## src/rtl/fetch_pkg.sv

```systemverilog
// Shared types and constants for the instruction fetch unit and its fetch queue.
package fetch_pkg;

  typedef enum logic [1:0] {
    FETCH = 2'd0,
    STALL = 2'd1,
    END   = 2'd2
  } fetch_state_t;

  localparam int unsigned INSTR_BYTES = 4;
  localparam logic [31:0] NOP_INSTR   = 32'h00000013;

  typedef struct packed {
    logic [31:0] instr;
    logic [63:0] pc;
  } fetch_entry_t;

  // Pointer width for a power-of-two queue; never narrower than one bit.
  function automatic int unsigned ptr_width(input int unsigned depth);
    return (depth > 1) ? $clog2(depth) : 1;
  endfunction

endpackage

```

## src/rtl/fetch_queue.sv

```systemverilog
// In-order circular FIFO of fetched {instr, pc} pairs with synchronous flush.
module fetch_queue
  import fetch_pkg::*;
#(
  parameter int unsigned DEPTH = 2
) (
  input  logic                          clk,
  input  logic                          reset,
  input  logic                          flush_i,
  input  logic                          push_i,
  input  fetch_entry_t                  push_entry_i,
  input  logic                          pop_i,
  output fetch_entry_t                  head_entry_o,
  output logic [ptr_width(DEPTH):0]     count_o,
  output logic                          full_o,
  output logic                          empty_o
);

  localparam int unsigned PW = ptr_width(DEPTH);
  localparam int unsigned CW = PW + 1;

  fetch_entry_t    mem_q [DEPTH];
  logic [PW-1:0]   head_q, head_d;
  logic [PW-1:0]   tail_q, tail_d;
  logic [CW-1:0]   count_q, count_d;
  logic            do_push, do_pop;

  assign full_o       = (count_q == CW'(DEPTH));
  assign empty_o      = (count_q == '0);
  assign count_o      = count_q;
  assign head_entry_o = mem_q[head_q];

  // A push into a full queue is accepted only when the head leaves in the same cycle.
  assign do_push = push_i && (!full_o || pop_i);
  assign do_pop  = pop_i && !empty_o;

  always_comb begin
    head_d  = head_q;
    tail_d  = tail_q;
    count_d = count_q;
    if (flush_i) begin
      head_d  = '0;
      tail_d  = '0;
      count_d = '0;
    end else begin
      if (do_push) tail_d = tail_q + 1'b1;
      if (do_pop)  head_d = head_q + 1'b1;
      count_d = count_q + CW'(do_push) - CW'(do_pop);
    end
  end

  always_ff @(posedge clk) begin
    if (reset) begin
      head_q  <= '0;
      tail_q  <= '0;
      count_q <= '0;
    end else begin
      head_q  <= head_d;
      tail_q  <= tail_d;
      count_q <= count_d;
    end
  end

  always_ff @(posedge clk) begin
    if (!reset && !flush_i && do_push) begin
      mem_q[tail_q] <= push_entry_i;
    end
  end

endmodule

```

## src/rtl/instruction_fetch_unit.sv

```systemverilog
// PC sequencer feeding decode through a small fetch queue, with EX branch redirects.
module instruction_fetch_unit
  import fetch_pkg::*;
#(
  parameter int unsigned QUEUE_DEPTH = 2,
  parameter logic [63:0] RESET_PC    = 64'h0,
  parameter logic [63:0] IMEM_LIMIT  = 64'd40
) (
  input  logic         clk,
  input  logic         reset,
  output logic [63:0]  Instr_Addr,
  input  logic [31:0]  Instruction,
  input  logic         redirect_valid,
  input  logic [63:0]  redirect_pc,
  output logic         out_valid,
  input  logic         out_ready,
  output logic [31:0]  out_instr,
  output logic [63:0]  out_pc,
  output logic         halted,
  output fetch_state_t dbg_state
);

  localparam int unsigned CW = ptr_width(QUEUE_DEPTH) + 1;

  logic [63:0]   pc_q, pc_d;
  fetch_state_t  state_q, state_d;

  fetch_entry_t  q_head;
  fetch_entry_t  q_push_entry;
  logic [CW-1:0] q_count;
  logic [CW-1:0] count_after;
  logic          q_full, q_empty;
  logic          deq, enq;
  logic [63:0]   redirect_aligned;

  // Decode handshake: out_valid/out_instr/out_pc are held stable until out_ready
  // is seen with out_valid; the head is consumed on that cycle (deq), even if a
  // redirect flushes the queue at the same edge.
  assign deq = out_valid && out_ready;

  assign redirect_aligned = redirect_pc & ~64'h3;
  assign q_push_entry     = '{instr: Instruction, pc: pc_q};

  assign enq = !redirect_valid && (state_q == FETCH) && (pc_q < IMEM_LIMIT)
               && (!q_full || deq);

  assign count_after = q_count + CW'(enq) - CW'(deq);

  always_comb begin
    pc_d    = pc_q;
    state_d = state_q;
    if (redirect_valid) begin
      pc_d    = redirect_aligned;
      state_d = (redirect_aligned >= IMEM_LIMIT) ? END : FETCH;
    end else begin
      if (enq) pc_d = pc_q + 64'(INSTR_BYTES);
      if (pc_d >= IMEM_LIMIT) begin
        state_d = END;
      end else begin
        unique case (state_q)
          FETCH:   state_d = (count_after == CW'(QUEUE_DEPTH)) ? STALL : FETCH;
          STALL:   state_d = deq ? FETCH : STALL;
          END:     state_d = END;
          default: state_d = FETCH;
        endcase
      end
    end
  end

  always_ff @(posedge clk) begin
    if (reset) begin
      pc_q    <= RESET_PC;
      state_q <= FETCH;
    end else begin
      pc_q    <= pc_d;
      state_q <= state_d;
    end
  end

  fetch_queue #(
    .DEPTH (QUEUE_DEPTH)
  ) u_queue (
    .clk          (clk),
    .reset        (reset),
    .flush_i      (redirect_valid),
    .push_i       (enq),
    .push_entry_i (q_push_entry),
    .pop_i        (deq),
    .head_entry_o (q_head),
    .count_o      (q_count),
    .full_o       (q_full),
    .empty_o      (q_empty)
  );

  assign Instr_Addr = pc_q;
  assign out_valid  = !q_empty;
  assign out_instr  = out_valid ? q_head.instr : NOP_INSTR;
  assign out_pc     = out_valid ? q_head.pc : 64'h0;
  assign halted     = (state_q == END) && (q_count == '0);
  assign dbg_state  = state_q;

endmodule

```

## config.mk

```make
export PLATFORM = sky130hd
export DESIGN_NAME = instruction_fetch_unit
export DESIGN_NICKNAME = d
export VERILOG_FILES = /design/src/rtl/fetch_pkg.sv /design/src/rtl/fetch_queue.sv /design/src/rtl/instruction_fetch_unit.sv
export SDC_FILE = /design/constraint.sdc
export NUM_CORES = 1
export LEC_CHECK = 0
export ABC_AREA = 1
export CAP_MARGIN = 10
export CORE_MARGIN = 3
export CORE_UTILIZATION = 49
export CTS_CLUSTER_SIZE = 24
export DETAILED_ROUTE_END_ITERATION = 6
export MAX_ROUTING_LAYER = met4
export PLACE_DENSITY_LB_ADDON = 0.05
export SYNTH_ARGS = -nofsm -noshare
export SYNTH_HDL_FRONTEND = slang
export SYNTH_SLANG_ARGS = --single-unit
```

## constraint.sdc

```tcl
create_clock -name clk -period 14 [get_ports clk]
set_input_delay 4.2 -clock clk [delete_from_list [all_inputs] [get_ports clk]]
set_output_delay 4.2 -clock clk [all_outputs]
set_load 0.005 [all_outputs]
```

; After elaboration in Yosys (flattened, before gate mapping)
; Memory sizes are Yosys's and may differ from the RTL's. A register that Yosys moved wholly into a read port is not among the register bits.
; Cells that the tools add are included.
[word_totals]
wordCells = 53
n_memories = 1
ram_bits = 192
ff_bits = 70
input_bits = 100
[op_classes]
mux = 15
reduce_logical = 17
n_addsub = 7
n_eq_ne = 4
n_lt_le_gt_ge = 3
[memory_table]
columns = memory, depth, width, rd, rd_ports_with_merged_regs, wr, line_no
row1 = u_queue.mem_q, 2, 96, 1, 1, 1, fetch_queue.sv:22  ; fetch_entry_t mem_q [DEPTH];
[op_table]
columns = cell, n
row1 = 64-bit two-way mux, 4
row2 = "64-bit by 6-bit greater-or-equal comparator with 1-bit output, second input constant", 2
row3 = "64-bit by 3-bit adder with 64-bit output, second input constant", 1
row4 = "64-bit by 6-bit less-than comparator with 1-bit output, second input constant", 1
row5 = 32-bit two-way mux, 1
row6 = 1-bit logical AND, 9
row7 = "2-bit equality test, second input constant", 3
row8 = 1-bit two-way mux, 6
row9 = 2-bit two-way mux, 3
row10 = 2-bit one-hot mux with 3 select lines, 1
row11 = 2-bit by 1-bit adder with 2-bit output, 2
row12 = 1-bit logical NOT, 4
row13 = 2-bit logical NOT, 2
row14 = 2-bit by 1-bit subtractor with 2-bit output, 2
row15 = "1-bit adder, second input constant", 2
row16 = "2-bit by 1-bit equality test with 1-bit output, second input constant", 1
row17 = 2-bit OR reduction, 1
row18 = 1-bit logical OR, 1

; Longest topological paths before layout
[logic_depth]
depth_word = 12
ltp_mapped = 15

; Modules after synthesis
; Synthesis repeated with hierarchy kept, for this count alone.
[unflattened]
cells_unflattened = 963
area_unflattened_um2 = 11113.2
[modules_own_cells]
columns = module, cells_per_inst, n_inst, area_per_inst_um2
row1 = fetch_queue, 344, 1, 7402.1
row2 = instruction_fetch_unit, 619, 1, 3711.1

; Worst setup path before layout
; No wires, ideal clock.
[synth_path]
kind = input -> register
start = input redirect_valid
end = memory u_queue.mem_q[1][10] in the netlist's numbering (enable)
setup_slack_ns = 2.090
setup_time_ns = 0.662
arrival_ns = 11.248
n_path_buf = 1
path_stages = 8
path_cell_list = buf_6 -> nor2_4 -> nand2_1 -> nor2_2 -> nand2_2 -> nor2_4 -> nand3_4 -> nor3_1
[synth_via]
elab_chain_cells = 8
word_cells_on_any_way = 9
[synth_rtl]
columns = item, line_no
row1 = start: declaration, instruction_fetch_unit.sv:13  ; input logic redirect_valid,
row2 = 1-bit logical NOT (*), "fetch_queue.sv:65, instruction_fetch_unit.sv:44"
row3 = 1-bit logical AND (2 in a row), instruction_fetch_unit.sv:44  ; assign enq = !redirect_valid && (state_q == FETCH) && (pc_q < IMEM_LIMIT)
row4 = 1-bit logical AND, instruction_fetch_unit.sv:45  ; && (!q_full || deq);
row5 = 1-bit logical AND, fetch_queue.sv:34  ; assign do_push = push_i && (!full_o || pop_i);
row6 = 1-bit logical AND (*), fetch_queue.sv:65  ; if (!reset && !flush_i && do_push) begin
row7 = 1-bit two-way mux (*), fetch_queue.sv:65
row8 = 1-bit two-way mux (implied by the code) (*), fetch_queue.sv:66  ; mem_q[tail_q] <= push_entry_i;
row9 = end: declaration, fetch_queue.sv:22
; Mark *: on every way between the ends. The rest lies on a longest branch, timed or not.

; Worst setup path in the final report
[layout_path]
start = register u_queue.count_q[1], in the netlist u_queue.count_o[1]
end = output halted
[layout_via]
elab_chain_cells = 2
[layout_rtl]
columns = item, line_no
row1 = start: declaration, fetch_queue.sv:25  ; logic [CW-1:0] count_q, count_d;
row2 = start signal: assignment, fetch_queue.sv:60  ; count_q <= count_d;
row3 = 2-bit logical NOT, instruction_fetch_unit.sv:99  ; assign halted = (state_q == END) && (q_count == '0);
row4 = 1-bit logical AND, instruction_fetch_unit.sv:99
row5 = end: declaration, instruction_fetch_unit.sv:19  ; output logic halted,
; Every way passes these cells.

==> impl_metrics.toml <==
[status]
run_status = "finished, final reports clean"

[synthesis]
synthFlopType = "edfxtp_1"
syn_inst = 948
synth.largest_area_cell = "edfxtp_1"
seq_area_frac_synth_pct = 69.4
synth_top_area_share_pct = 55.8
synth.distinct_cells = 35
synth_commonest_cells = "nand2_1, edfxtp_1, a21oi_1"
synth_edf_count = 188
synth_warnings = 0
netlist_area_um2 = 10100
post-synth-top-count-cell = "nand2_1"
ys_ff_latch = 257
synth.avg_cell_area_um2 = 10.7
synthArstFlopShare_pct = 0
ys_top_cells_by_area = "edfxtp_1, dfxtp_1, nand2_1"

[grt]
globalRouteMet3Util_pct = 6.06
grtUsageMet2_pct = 37.8
grt_antenna_before_repair = 3
grt-busiest-layer = "met2"
grt_overflow = 0
grt_pass1_wl_um = 40300
track_usage_pct = 23.7
first_global_vias = 7407
met1_usage_pct = 30.6
grt_max_degree = 95

[route]
firstDrtPassIters = 5
antenna_left = 0
drt-vias-per-instance = 5.16
route.detailed.drc = 0
totalWireLength_um = 26400
via_count = 7637
route.detailed.wl_per_inst_um = 17.8
drtIter0Drc = 399

[timing]
slew_headroom_pct = 28.5
hold_ws_ns = 0.446
clock_skew_ns = 0.0127
period_minus_slack_ns = 7.47
setup_viol = 0
timing.final.crit_share_pct = 53.4
setup_tns_ns = 0
rsz0062_at_grt = "false"
slew_violations = 0
clock.fmax_ghz = 0.134
worst_pin_slew_ns = 1.07
finalHoldViolCount = 0

[placed_design]
dp_hpwl_um = 17100
io_buffers = 257
gp_congestion = 0.846

[clock_network]
clk_latency_ns = 0.53
cts_buffers = 27
cts_root_buf = "clkbuf_16"
h-tree-depth = 1
cts_sinks = 257
clk_pin_slew_ns = 0.06
cts_resized = 0
postCtsSetupBuffers = 0
cts_tree = "built"
cts_buffer_depth = 3
hold_buffers = 0

[finish]
fillers = 1553
multiInputGateArea_um2 = 2760
seqCellArea_um2 = 7030
layout-drive-gt1-share_pct = 6.28
area_delta_synth_final_pct = 36.4
fin_util_pct = 69.6
fin_nets = 1297

[floorplanning]
row_count = 51
die_area_um2 = 22400
die_w_um = 150
die_height_um = 150
core_um2 = 19800
initial_utilization_pct = 51.0
io_pins = 264

[worst_setup_path]
critPathKind = "reg2out"
crit_path_end_kind = "output pin"
required_ns = 9.80
critical_path.endpoint = "halted"
reg2reg_from = "u_queue.count_o[1]$_SDFF_PP0_"
worstRegToRegCells = 11
r2r-end = "dbg_state[0]$_SDFF_PP0_"
worstPathArrival_ns = 3.27
reg2reg_slack_ns = 10.63
worstPathMaxFanout = 63
startpoint_type = "flop"
startpoint = "u_queue.count_o[1]$_SDFF_PP0_"

[power_and_ir_drop]
p_total_mw = 1.65
cellPowerDensity_nw_per_um2 = 120
p_leak_nw = 4.97
peakVddDrop_mv = 0.102

[worst_hold_path]
hold_class = "reg2reg"

[job]
cap_violations = 0
power by group:
| group | switching, mW | internal, mW | leakage (nW) |
|---|---|---|---|
| logic | 0.0442 | 0.0545 | 2.29 |
| clock network | 0.281 | 0.428 | 0.444 |
| registers | 0.0163 | 0.827 | 2.24 |
| total | 0.341 | 1.31 | 4.97 |
per-stage QoR:
stage | worst slack (ns) | instances | instance area [um^2]
2_1_floorplan | 2.09 | 951 | 10100
3_3_place_gp | 7.00 | 1428 | 12900
3_5_place_dp | 7.01 | 1428 | 12900
4_1_cts | 6.42 | 1476 | 13800
5_1_grt | 6.21 | 1479 | 13800
6_report | 6.53 | 1479 | 13800
per-layer routing:
layer,part of all wire [%],vias to the layer above
met5,0,-
met4,2.8,0
met3,7.8,47
met2,48,243
met1,42,3589
li1,-,3758
registers in the layout (all words and copies together) (netlist names), named ones only:
signal           flops
Instr_Addr          62
u_queue.count_o      2
u_queue.tail_q       1
dbg_state            2
u_queue.mem_q      188
u_queue.head_q       1
worst min path at each step:
stage / slack (ns) / end / depth (start not counted) / startpoint
after floorplan: 0.43 / flop / 1 / u_queue.head_q$_SDFFE_PP0P_
after global placement: 0.43 / flop / 1 / u_queue.head_q$_SDFFE_PP0P_
after detailed placement: 0.43 / flop / 1 / u_queue.head_q$_SDFFE_PP0P_
after CTS: 0.44 / flop / 1 / u_queue.head_q$_SDFFE_PP0P_
after global routing: 0.49 / u_queue.tail_q$_SDFFE_PP0P_ / 2 / u_queue.tail_q$_SDFFE_PP0P_
final: 0.45 / flop / 1 / u_queue.head_q$_SDFFE_PP0P_
placed cells by master (no fill, tap or decap), types with 3 or more instances in the layout:
cell type and n:
nor2_4 5, nand2_2 3, buf_4 10, a21oi_1 154
nor3_1 6, clkbuf_16 28, clkinv_2 5, clkdlybuf4s50_1 255
nand4_1 11, diode_2 3, nor4_1 18, edfxtp_1 188
nor2_2 3, conb_1 4, clkbuf_1 4, nand2_1 301
nand3_1 12, dfxtp_1 68, o21ai_0 20, nor2_1 45
inv_1 31, ha_1 5, clkbuf_8 5
cells by family after synthesis:
group | synth area share (%)
simple gates | 17.0
flops | 69.4
compound gates | 8.97
buf+inv | 3.56
fa+ha+maj | 0.618
xor+xnor | 0.346
other cells | 0.0371
area by class of cell:
class / count / area share, %
Timing Repair Buffer: 267 / 19.1
Clock inverter: 11 / 0.852
Inverter: 35 / 0.961
Multi-Input combinational cell: 604 / 20.0
Sequential cell: 257 / 50.9
Antenna cell: 3 / 0.0544
Tap cell: 265 / 2.40
Clock buffer: 37 / 5.68
critical path, cell delays in order, from the launching register on:
cell,delay (ns)
dfxtp_1,0.38
nor2_4,0.64
buf_4,0.69
inv_1,0.26
nor3_1,0.20
clkdlybuf4s50_1,0.55
Note: power is estimated with default switching activity, not from simulation.
